[src/rtl/wm_pkg.sv]
// Shared washer definitions: state codes, programme codes and the per-phase
// duration table used by both the control FSM and the phase timer.
package wm_pkg;

  localparam logic [3:0] ST_OFF   = 4'h0;
  localparam logic [3:0] ST_IDLE  = 4'h1;
  localparam logic [3:0] ST_FILL  = 4'h2;
  localparam logic [3:0] ST_WASH  = 4'h3;
  localparam logic [3:0] ST_DRAIN = 4'h4;
  localparam logic [3:0] ST_RINSE = 4'h5;
  localparam logic [3:0] ST_SPIN  = 4'h6;
  localparam logic [3:0] ST_DONE  = 4'h7;
  localparam logic [3:0] ST_SLEEP = 4'h8;

  localparam logic [2:0] MODE_NORMAL     = 3'd0;
  localparam logic [2:0] MODE_QUICK      = 3'd1;
  localparam logic [2:0] MODE_HEAVY      = 3'd2;
  localparam logic [2:0] MODE_DELICATE   = 3'd3;
  localparam logic [2:0] MODE_RINSE_SPIN = 3'd4;
  localparam logic [2:0] MODE_SPIN_ONLY  = 3'd5;

  typedef enum logic [1:0] {T_IDLE, T_RUN, T_HOLD, T_EXPIRED} tstate_t;

  function automatic logic is_timed(input logic [3:0] state);
    return (state >= ST_FILL) && (state <= ST_SPIN);
  endfunction

  // Unlisted programmes (6, 7) fall back to the normal programme.
  function automatic logic [7:0] phase_ticks(input logic [2:0] mode, input logic [3:0] state);
    logic [7:0] fill, wash, drain, rinse, spin;
    case (mode)
      MODE_QUICK:      {fill, wash, drain, rinse, spin} = {8'd2, 8'd4,  8'd2, 8'd3, 8'd3};
      MODE_HEAVY:      {fill, wash, drain, rinse, spin} = {8'd5, 8'd12, 8'd3, 8'd8, 8'd6};
      MODE_DELICATE:   {fill, wash, drain, rinse, spin} = {8'd4, 8'd6,  8'd3, 8'd5, 8'd2};
      MODE_RINSE_SPIN: {fill, wash, drain, rinse, spin} = {8'd4, 8'd0,  8'd3, 8'd6, 8'd5};
      MODE_SPIN_ONLY:  {fill, wash, drain, rinse, spin} = {8'd0, 8'd0,  8'd2, 8'd0, 8'd5};
      default:         {fill, wash, drain, rinse, spin} = {8'd4, 8'd8,  8'd3, 8'd6, 8'd5};
    endcase
    case (state)
      ST_FILL:  return fill;
      ST_WASH:  return wash;
      ST_DRAIN: return drain;
      ST_RINSE: return rinse;
      ST_SPIN:  return spin;
      default:  return 8'd0;
    endcase
  endfunction

  function automatic int max_phase_ticks();
    int m = 0;
    for (int md = 0; md < 8; md++) begin
      for (int st = int'(ST_FILL); st <= int'(ST_SPIN); st++) begin
        if (int'(phase_ticks(3'(md), 4'(st))) > m) m = int'(phase_ticks(3'(md), 4'(st)));
      end
    end
    return m;
  endfunction

endpackage

[src/rtl/wm_tick_prescaler.sv]
// Free-running divider 0..TICK_DIV-1; tick is high for one enabled cycle at the wrap.
module wm_tick_prescaler #(
  parameter int TICK_DIV = 10
) (
  input  logic clk,
  input  logic rst_n,
  input  logic clear,
  input  logic enable,
  output logic tick
);

  localparam int PW = (TICK_DIV > 1) ? $clog2(TICK_DIV) : 1;
  localparam logic [PW-1:0] LAST = PW'(TICK_DIV - 1);

  logic [PW-1:0] count;

  assign tick = enable && (count == LAST);

  always_ff @(posedge clk or negedge rst_n) begin
    if (!rst_n) begin
      count <= '0;
    end else if (clear) begin
      count <= '0;
    end else if (enable) begin
      count <= tick ? '0 : count + 1'b1;
    end
  end

endmodule

[src/rtl/wm_phase_timer.sv]
// Phase-duration timer: reloads on every FSM state change, counts the phase down in
// prescaled ticks, and also times the IDLE auto-off.
module wm_phase_timer
  import wm_pkg::*;
#(
  parameter int TICK_DIV = 10,
  parameter int CNT_W    = 8,
  parameter int IDLE_TO  = 20
) (
  input  logic             clk,
  input  logic             rst_n,
  input  logic [3:0]       crnt_state,
  input  logic [2:0]       mode,
  input  logic             pause_active,
  output logic             timer_done,
  output logic             idle_timeout,
  output logic [CNT_W-1:0] remaining,
  output logic             phase_busy
);

  localparam int IW = (IDLE_TO > 1) ? $clog2(IDLE_TO + 1) : 1;

  if (TICK_DIV < 1) begin : g_bad_div
    $error("wm_phase_timer: TICK_DIV must be at least 1");
  end
  if (max_phase_ticks() > (2 ** CNT_W) - 1) begin : g_bad_width
    $error("wm_phase_timer: duration table does not fit in CNT_W bits");
  end

  logic [3:0]       prev_state;
  logic             change;
  logic             load;
  logic [CNT_W-1:0] load_val;
  logic             run_en;
  logic             tick;
  tstate_t          tstate, tstate_nxt;
  logic [CNT_W-1:0] remaining_nxt;
  logic             done_nxt;

  logic             idle_en;
  logic             idle_tick;
  logic             idle_fired;
  logic [IW-1:0]    idle_cnt;

  assign change     = (crnt_state != prev_state);
  assign load       = change && is_timed(crnt_state);
  assign load_val   = CNT_W'(phase_ticks(mode, crnt_state));
  assign run_en     = ((tstate == T_RUN) || (tstate == T_HOLD)) && !pause_active && !change;
  assign phase_busy = (tstate == T_RUN) || (tstate == T_HOLD);
  assign idle_en    = (crnt_state == ST_IDLE) && !change && !idle_fired;

  wm_tick_prescaler #(.TICK_DIV(TICK_DIV)) u_phase_div (
    .clk    (clk),
    .rst_n  (rst_n),
    .clear  (change),
    .enable (run_en),
    .tick   (tick)
  );

  wm_tick_prescaler #(.TICK_DIV(TICK_DIV)) u_idle_div (
    .clk    (clk),
    .rst_n  (rst_n),
    .clear  (change),
    .enable (idle_en),
    .tick   (idle_tick)
  );

  always_ff @(posedge clk or negedge rst_n) begin
    if (!rst_n) begin
      prev_state <= ST_OFF;
      tstate     <= T_IDLE;
      remaining  <= '0;
      timer_done <= 1'b0;
    end else begin
      prev_state <= crnt_state;
      tstate     <= tstate_nxt;
      remaining  <= remaining_nxt;
      timer_done <= done_nxt;
    end
  end

  // A state change always wins over a tick or expiry of the old phase.
  always_comb begin
    tstate_nxt    = tstate;
    remaining_nxt = remaining;
    done_nxt      = 1'b0;
    if (change) begin
      if (load) begin
        remaining_nxt = load_val;
        if (load_val == '0) begin
          done_nxt   = 1'b1;
          tstate_nxt = T_EXPIRED;
        end else begin
          tstate_nxt = pause_active ? T_HOLD : T_RUN;
        end
      end else begin
        tstate_nxt    = T_IDLE;
        remaining_nxt = '0;
      end
    end else begin
      case (tstate)
        T_RUN, T_HOLD: begin
          tstate_nxt = pause_active ? T_HOLD : T_RUN;
          if (tick && (remaining != '0)) begin
            remaining_nxt = remaining - 1'b1;
            if (remaining == CNT_W'(1)) begin
              done_nxt   = 1'b1;
              tstate_nxt = T_EXPIRED;
            end
          end
        end
        default: remaining_nxt = '0;
      endcase
    end
  end

  // One timeout per visit to IDLE; only a state change re-arms it.
  always_ff @(posedge clk or negedge rst_n) begin
    if (!rst_n) begin
      idle_cnt     <= '0;
      idle_fired   <= 1'b0;
      idle_timeout <= 1'b0;
    end else if (change) begin
      idle_cnt     <= '0;
      idle_fired   <= 1'b0;
      idle_timeout <= 1'b0;
    end else if (idle_tick) begin
      if (idle_cnt == IW'(IDLE_TO - 1)) begin
        idle_cnt     <= '0;
        idle_fired   <= 1'b1;
        idle_timeout <= 1'b1;
      end else begin
        idle_cnt     <= idle_cnt + 1'b1;
        idle_timeout <= 1'b0;
      end
    end else begin
      idle_timeout <= 1'b0;
    end
  end

endmodule
[config.mk]
export PLATFORM = sky130hd
export DESIGN_NAME = wm_phase_timer
export DESIGN_NICKNAME = d
export VERILOG_FILES = /design/src/rtl/wm_pkg.sv /design/src/rtl/wm_tick_prescaler.sv /design/src/rtl/wm_phase_timer.sv
export SDC_FILE = /design/constraint.sdc
export NUM_CORES = 1
export LEC_CHECK = 0
export CAP_MARGIN = 10
export CORE_MARGIN = 2
export CORE_UTILIZATION = 45
export CTS_CLUSTER_SIZE = 25
export DETAILED_ROUTE_END_ITERATION = 8
export PLACE_DENSITY = 0.66
export SYNTH_ARGS = -nofsm -noshare
export SYNTH_HDL_FRONTEND = slang
export SYNTH_SLANG_ARGS = --single-unit
[constraint.sdc]
create_clock -name clk -period 2.48 [get_ports clk]
set_clock_uncertainty 0.2 [all_clocks]
set_input_delay 0.496 -clock clk [delete_from_list [all_inputs] [get_ports clk]]
set_output_delay 0.496 -clock clk [all_outputs]
set_load 0.005 [all_outputs]
# == Yosys cells after proc, flatten, opt, wreduce, memory -nomap -nowiden ==
# Cells that the tools add are included.
# word_totals
out_inout_bits,11
word_cells,96
ff_bits,30
inputBits,10
# classes
order_cmp,2
eq_ne,19
reduce_logical,24
addsub,4
n_mux,38
# ops
operator,count
8-bit one-hot mux with 5 select lines,1
8-bit 2-to-1 mux,4
4-bit one-hot mux with 4 select lines,2
4-bit 2-to-1 mux,6
3-bit one-hot mux with 3 select lines,2
5-bit 2-to-1 mux,3
2-bit 2-to-1 mux,7
1-bit 2-to-1 mux,13
4-bit by 3-bit == test with 1-bit output (second input constant),3
2-bit nonzero test,5
1-bit logical AND,9
4-bit by 1-bit adder with 4-bit output (second input constant),2
4-bit by 2-bit == test with 1-bit output (second input constant),2
4-bit == test (second input constant),2
8-bit by 1-bit == test with 1-bit output (second input constant),1
8-bit logical NOT,1
8-bit nonzero test,1
8-bit by 1-bit subtractor with 8-bit output (second input constant),1
3-bit by 2-bit == test with 1-bit output (second input constant),2
3-bit == test (second input constant),2
2-bit OR reduction,3
5-bit by 1-bit adder with 5-bit output (second input constant),1
5-bit == test (second input constant),1
4-bit by 1-bit == test with 1-bit output (second input constant),1
other kinds (10),12

# == Longest topological paths before layout ==
# Gate-level depths: netlist of the first run.
# depth
word_depth,9
depth_mapped,8
ltp_nobuf,8

# == Modules after synthesis ==
# A second synthesis of the first run with hierarchy kept.
# unflattened
hier_cells,210
area_unflattened_um2,1888.1
# by_module_without_submodules
mod,seq_area_each_um2,area_per_inst_um2,n_inst,cells_per_inst
wm_phase_timer,550.5,1408.9,1,158
wm_tick_prescaler at u_phase_div,100.1,241.5,1,26
wm_tick_prescaler at u_idle_div,100.1,237.7,1,26

# == Least setup slack after synthesis of the first run ==
# No wires, ideal clock.
# synth_path
path_kind,input to register
startpoint,input crnt_state[0]
endpoint,register remaining[2]
t_arrival_ns,1.973
setup_slack_ns,0.186
path_stages,8
cell_sequence,clkbuf_1 > xnor2_1 > nand4_1 > nand2b_1 > clkbuf_1 > or2_1 > o21a_1 > o22a_1
# synth_between
elab_chain_cells,6
word_cells_on_any_way,18
cone_classes,order compare (2); eq/ne (7); mux (3); reduce/logical (6)
# synth_lines
element,line,source
from (decl),wm_phase_timer.sv:12,"input logic [3:0] crnt_state,"
branches (longest 6 deep; another with 4-bit by 2-bit >= comparator with 1-bit output),n/a,
to (signal assigned),wm_phase_timer.sv:77,remaining <= remaining_nxt;
to (decl),wm_phase_timer.sv:17,"output logic [CNT_W-1:0] remaining,"
# Parallel ways; which one is timed is not known.
# A chain may end at the register's enable or synchronous reset.

# == Worst setup path in the final report of the first run ==
# layout_path
startpoint,input mode[1]
endpoint,register remaining[2]
# layout_between
elab_chain_cells,6
word_cells_on_any_way,13
cone_classes,eq/ne (5); mux (7); reduce/logical (1)
# layout_lines
element,line,source
from (decl),wm_phase_timer.sv:13,"input logic [2:0] mode,"
3-bit == test,wm_pkg.sv:31,case (mode)
2-bit OR reduction (no line),n/a,
4-bit one-hot mux with 4 select lines,wm_pkg.sv:31,
8-bit one-hot mux with 5 select lines (*),wm_pkg.sv:39,case (state)
8-bit 2-to-1 mux (*),wm_phase_timer.sv:88,if (load) begin
8-bit 2-to-1 mux (*),wm_phase_timer.sv:87,if (change) begin
# Mark *: on every way between the ends. The rest lies on a longest branch, timed or not.

==> out/qor.txt, run 1 <==
status - completed
max-slew violation count - 0
DRT Pass-1 Iters - 4
largest area contributor in the netlist - dfrtp_1
Initial Util - 0.4637
# port buffers - 20
Synth Flop Type - dfrtp_1
PD cells - 510.3 mW/mm^2
Worst Setup End Kind - flop
HP Class - input pin to flop
hold_buf cts - 0
Design Area, Final - 0.002392 mm^2
I/O pins - 21
Mapped Nets - 222
Yosys top cell area share - 0.4107
Setup-failing EPs final - 0
die area - 0.004588 mm^2
Leak - 0.001058 uW
Area contributors post-synth - dfrtp_1, nor2_1, ha_1
Max Freq - 419.7 MHz
drt initial violations - 36
grt total ovfl - 0
final hold viol count - 0
FFs w/ async S/R, synth - 1.000
Synth Register Bits - 30
htree depth - 2
root buffer cell - clkbuf_8
Die Span X - 67.74 um
Compound-Gate Fraction of Synth Area - 0.1437
Setup Crit Path Kind - input pin to flop
HPWL Detailed - 2821 um
share of layout cells above drive strength 1 - 0.1793
Post-layout nets - 268
MaxCap Viol Count - 0
CTS tree - done
Adder-Cell Fraction of Synth Area - 0.04791
synth warn - 0
count of different cell masters after synthesis - 46
Mapped Avg Cell Area - 8.917 um^2
Max clock buf depth - 2
core area - 0.003943 mm^2
routed vias - 1,590
Skew-Pair Late Insertion Delay - 0.28 ns
Remaining DRCs - 0
Seq/Total Area, Yosys - 0.4107
Slew headroom - 0.7452
vias in the first global route - 1,536
ANT cells - 0
drt wl/cell - 12.38 um
antenna-violating nets left - 0
post-synthesis xor/xnor area fraction - 0.05270
simple-gate share of the synthesized area - 0.2998
Worst Path Required - 2.45 ns
largest family of logic cells by synthesized area - simple AND/OR/NAND/NOR gates
largest net degree at the start of global routing - 31
setup_tns - 0 ns
Mapped Cells - 205
synthesized cell area - 0.001828 mm^2
Tot GR Track Use - 0.1887
crit-path max FO - 4
CTS clk-pin slew, worst paths - 0.06 ns
drt total wl - 3727 um
gpl congestion - 0.8631
commonest non-fill, non-tap cell in the layout - dfrtp_1
Area after DPL - 0.002261 mm^2
worst-margin pin slew - 0.3822 ns
clock sinks - 30
Site Rows - 23
startpoint types - input pin
post-synthesis mux area share - 0.01095
chip height - 67.74 um
Final min period - 2.383 ns
Tcrit/Tclk final - 0.9608
CTS buffer count - 5
commonest non-fill, non-tap cells in the layout - dfrtp_1, nor2_1, buf_4, a21oi_1, clkdlybuf4s50_1
EDFF count, synth - 0
VDD IR max - 0.0002460 V
arrival time at the worst endpoint - 2.35 ns
Area Growth Syn to Fin - 30.87%
RSZ-0062 raised after global routing - no
initial antenna violation count - 0
first-pass GRT wire length - 6513 um
Avg Vias per Cell - 5.282
==> cells in the mapped netlist (all sizes together) (5+ instances only) <==
cell / count
a21oi: 17
clkbuf: 5
nand3: 7
o21ai: 5
nand2: 9
dfrtp: 30
a31oi: 5
nor3: 13
inv: 8
nand2b: 5
nor2: 27
ha: 7
xor2: 7
==> where the power goes <==
part	internal, uW	switching [uW]	leakage, uW
clock network	321	178	0.0000573
registers	504	14.4	0.000406
logic	108	95.7	0.000595
total	932	288	0.00106
==> cell type report <==
cell class	instances	area, um^2
tap	50	62.56
clock inverter	1	30.03
multi-input combinational	159	1026
fill	332	1550
inverter	8	30.03
sequential	30	750.7
clock buffer	6	82.58
timing repair buffer	47	410.4
==> per-layer routing <==
layer | vias to the layer above | GRT usage | part of all wire
met5 | - | 0 | 0
met4 | 0 | 0.07143 | 0.015
met3 | 5 | 0.05167 | 0.030
met2 | 20 | 0.3125 | 0.47
met1 | 747 | 0.2328 | 0.48
li1 | 818 | - | -
==> state kept, by name (all words and copies together) (netlist names) <==
name / flops
u_idle_div.count: 4
prev_state: 4
idle_fired: 1
idle_timeout: 1
u_phase_div.count: 4
idle_cnt: 5
remaining: 8
tstate: 2
timer_done: 1
==> metrics by stage <==
stage / setup WS, ns / std cells / utilization / power (uW) / hold slack (ns)
2_1_floorplan: 0.1855 / 205 / - / 632.5 / 0.0004090
6_report: 0.09723 / 301 / 0.6068 / 1221 / 0.2851
3_5_place_dp: -0.2884 / 294 / 0.5735 / 730.9 / 0.3027
4_1_cts: 0.009275 / 301 / 0.6020 / 1236 / 0.3116
3_3_place_gp: -0.2657 / 294 / 0.5735 / 730.9 / 0.2730
5_1_grt: 0.0003746 / 301 / 0.6068 / 1286 / 0.2875
==> critical path: stages <==
cell and delay [ns]:
clkdlybuf4s50_1 0.52, or3b_2 0.47, a2bb2oi_1 0.15, o221ai_1 0.16, and2_1 0.19, o21a_1 0.17, o22a_1 0.19
==> final timing paths <==
kind	from	to	slack, ns	depth (start not counted)
worst min register to register	u_phase_div.count[3]	u_phase_div.count[3]	0.30	1
worst min-delay path	crnt_state[2]	prev_state[2]	0.29	1
worst max-delay path	mode[1]	remaining[2]	0.1	7
worst max register to register	remaining[5]	remaining[2]	0.19	6
max in group asynchronous	rst_n	u_idle_div.count[3]	1.39	2
min in group asynchronous	rst_n	remaining[3]	0.41	2
==> kinds of logic (layout without fill, tap and decap cells) <==
group / Yosys count / in the layout
adder cells (fa/ha/maj): 7 / 7
flip-flops: 30 / 30
AO/OA/AOI/OAI: 42 / 42
XOR/XNOR: 11 / 11
buffers and inverters: 16 / 62
AND/OR/NAND/NOR: 97 / 97
multiplexers: 2 / 2
==> repair_timing <==
item	CTS	global route
buffers inserted	0	0
endpoints found under the setup margin	0	7
gates resized for setup	0	5
Note: power is estimated with default switching activity, not from simulation.
==> run 2: changes to the inputs <==
--- a/config.mk
+++ b/config.mk
@@ -10,7 +10,9 @@
 export CORE_UTILIZATION = 45
 export CTS_CLUSTER_SIZE = 25
 export DETAILED_ROUTE_END_ITERATION = 8
+export GPL_TIMING_DRIVEN = 0
 export PLACE_DENSITY = 0.66
+export RECOVER_POWER = 50
 export SYNTH_ARGS = -nofsm -noshare
 export SYNTH_HDL_FRONTEND = slang
 export SYNTH_SLANG_ARGS = --single-unit
==> run 2 against run 1 <==
Net effect: global-route usage is 0.16 points higher; total power fell by 3.7%; core utilization fell by 3.7 points; sequential share of layout area grew 2.1 points; maximum frequency rose by 0.19%; worst hold slack improved by 0.0032 ns; critical path type unchanged; largest power group unchanged.
==> out/qor.txt, run 2 (synthesis results as in run 1) <==
status - completed
Worst Path Required - 2.50 ns
CTS clk-pin slew, worst paths - 0.07 ns
Slew headroom - 0.4359
CTS buffer count - 5
core area - 0.003943 mm^2
final hold viol count - 0
HP Class - flop to flop
Die Span X - 67.74 um
RR Startpoint - remaining[5]
Setup-failing EPs final - 0
crit-path max FO - 10
crit path launch - crnt_state[1]
MaxCap Viol Count - 0
Site Rows - 23
grt total ovfl - 0
Worst R2R End - remaining[2]
chip height - 67.74 um
I/O pins - 21
Post-layout nets - 251
ANT cells - 0
Remaining DRCs - 0
Crit path max-delay family - simple AND/OR/NAND/NOR gates
Area Growth Syn to Fin - 22.79%
Worst R2R Path Depth - 6
htree depth - 2
most flop-heavy register - remaining
hold path startpoint - u_phase_div.count[3]
Initial Util - 0.4637
Worst Path Buf+Inv - 3
largest registers - remaining x8, idle_cnt x5
max FFs per register - 8
HPWL Detailed - 2703 um
Non-Filler Instances - 285
root buffer cell - clkbuf_8
commonest non-fill, non-tap cell in the layout - dfrtp_1
Max clock buf depth - 2
Power Total - 1176 uW
drt wl/cell - 13.34 um
Tot GR Track Use - 0.1902
startpoint types - input pin
Leak - 0.0009526 uW
ordered cell list for the critical path - dlygate4sd2_1 -> buf_6 -> or3b_2 -> a32oi_2 -> nand4_1 -> nor4_2 -> buf_4 -> a31oi_1 -> nor2_1
die area - 0.004588 mm^2
RSZ-0062 raised after global routing - no
Worst Setup End Kind - flop
initial antenna violation count - 0
Setup Crit Path Kind - input pin to flop
first-pass GRT wire length - 6451 um
# port buffers - 19
PD cells - 523.8 mW/mm^2
hold_buf cts - 0
routed vias - 1,544
vias in the first global route - 1,419
Design Area, Final - 0.002245 mm^2
Final min period - 2.378 ns
CP max stage delay - 0.45 ns
VDD IR max - 0.0002508 V
cell count after placement - 275
DRT Pass-1 Iters - 4
Stages on worst setup path - 9
clock sinks - 30
arrival time at the worst endpoint - 2.39 ns
antenna-violating nets left - 0
Max Freq - 420.5 MHz
worst-margin pin slew - 0.8461 ns
drt initial violations - 98
Tcrit/Tclk final - 0.9590
drt total wl - 3802 um
CTS tree - done
max-slew violation count - 0
R2R Setup Slk - 0.11 ns
Critical Path Sink - tstate[0]
Area after DPL - 0.002108 mm^2
share of layout cells above drive strength 1 - 0.1064
largest net degree at the start of global routing - 17
Avg Vias per Cell - 5.418
Skew-Pair Late Insertion Delay - 0.29 ns
gpl congestion - 0.7846
Slowest-stage cell, CP - or3b_2
commonest non-fill, non-tap cells in the layout - dfrtp_1, nor2_1, a21oi_1, nor3_1, clkdlybuf4s50_1
==> run 2: cell types whose count changed in the layout (fill, tap and decap cells not counted), sizes merged <==
| cell | change |
|---|---|
| clkbuf | +7 |
| bufinv | -1 |
| buf | -21 |
| dlygate4sd3 | +1 |
| clkdlybuf4s50 | -5 |
| dlygate4sd2 | +5 |
| dlymetal6s2s | -2 |
==> run 2: final cells by class <==
cell class | count | area [um^2]
Multi-Input combinational cell | 159 | 1044
Inverter | 8 | 30.03
Tap cell | 50 | 62.56
Sequential cell | 30 | 750.7
Timing Repair Buffer | 23 | 212.7
Clock buffer | 8 | 110.1
Buffer | 7 | 35.03
Fill cell | 361 | 1698
==> run 2: metrics by stage <==
step,TNS (ns),hold WS (ns),utilization,setup WS [ns]
2_1_floorplan,0,0.0004090,-,0.1855
3_3_place_gp,-11.31,0.2716,0.5278,-0.6325
3_5_place_dp,-11.67,0.2827,0.5348,-0.6583
4_1_cts,0,0.2918,0.5747,0.01973
5_1_grt,0,0.3095,0.5693,0.003071
6_report,0,0.2883,0.5693,0.1016
==> run 2: power breakdown <==
group          leakage (uW)  switching (uW)  internal [uW]  total [uW]
Sequential         0.000406            14.5            504         518
Combinational      0.000490             100           87.9         188
Clock             0.0000575             189            280         469
==> run 2: worst reg2reg max path: cells and delay by family (launching register included) <==
| family | cells | cell delay, ns |
|---|---|---|
| compound gates | 2 | 0.30 |
| flops | 1 | 0.41 |
| simple gates | 4 | 1.35 |
==> run 2: how the worst min path moves through the flow <==
stage	slack (ns)	endpoint	cells past startpoint
6_report	0.29	u_phase_div.count[3]	1
5_1_grt	0.31	u_phase_div.count[3]	1
4_1_cts	0.29	u_phase_div.count[3]	1
3_5_place_dp	0.28	u_phase_div.count[3]	1
3_3_place_gp	0.27	u_phase_div.count[3]	1
2_1_floorplan	0.0004	idle_cnt[0]	0
==> run 2: what timing repair did <==
item,4_1_cts,5_1_grt
setup buffers,3,0
gates resized for setup,11,1
setup endpoints to repair,22,4
pin swaps,1,0
==> run 2: per-layer routing <==
metal	wire, um	share of wire	vias to the layer above	track usage
met5	0	0	-	0
met1	1846	0.49	721	0.2487
met3	113	0.030	9	0.04167
met4	92	0.024	0	0.09949
li1	-	-	785	-
met2	1750	0.46	29	0.2929
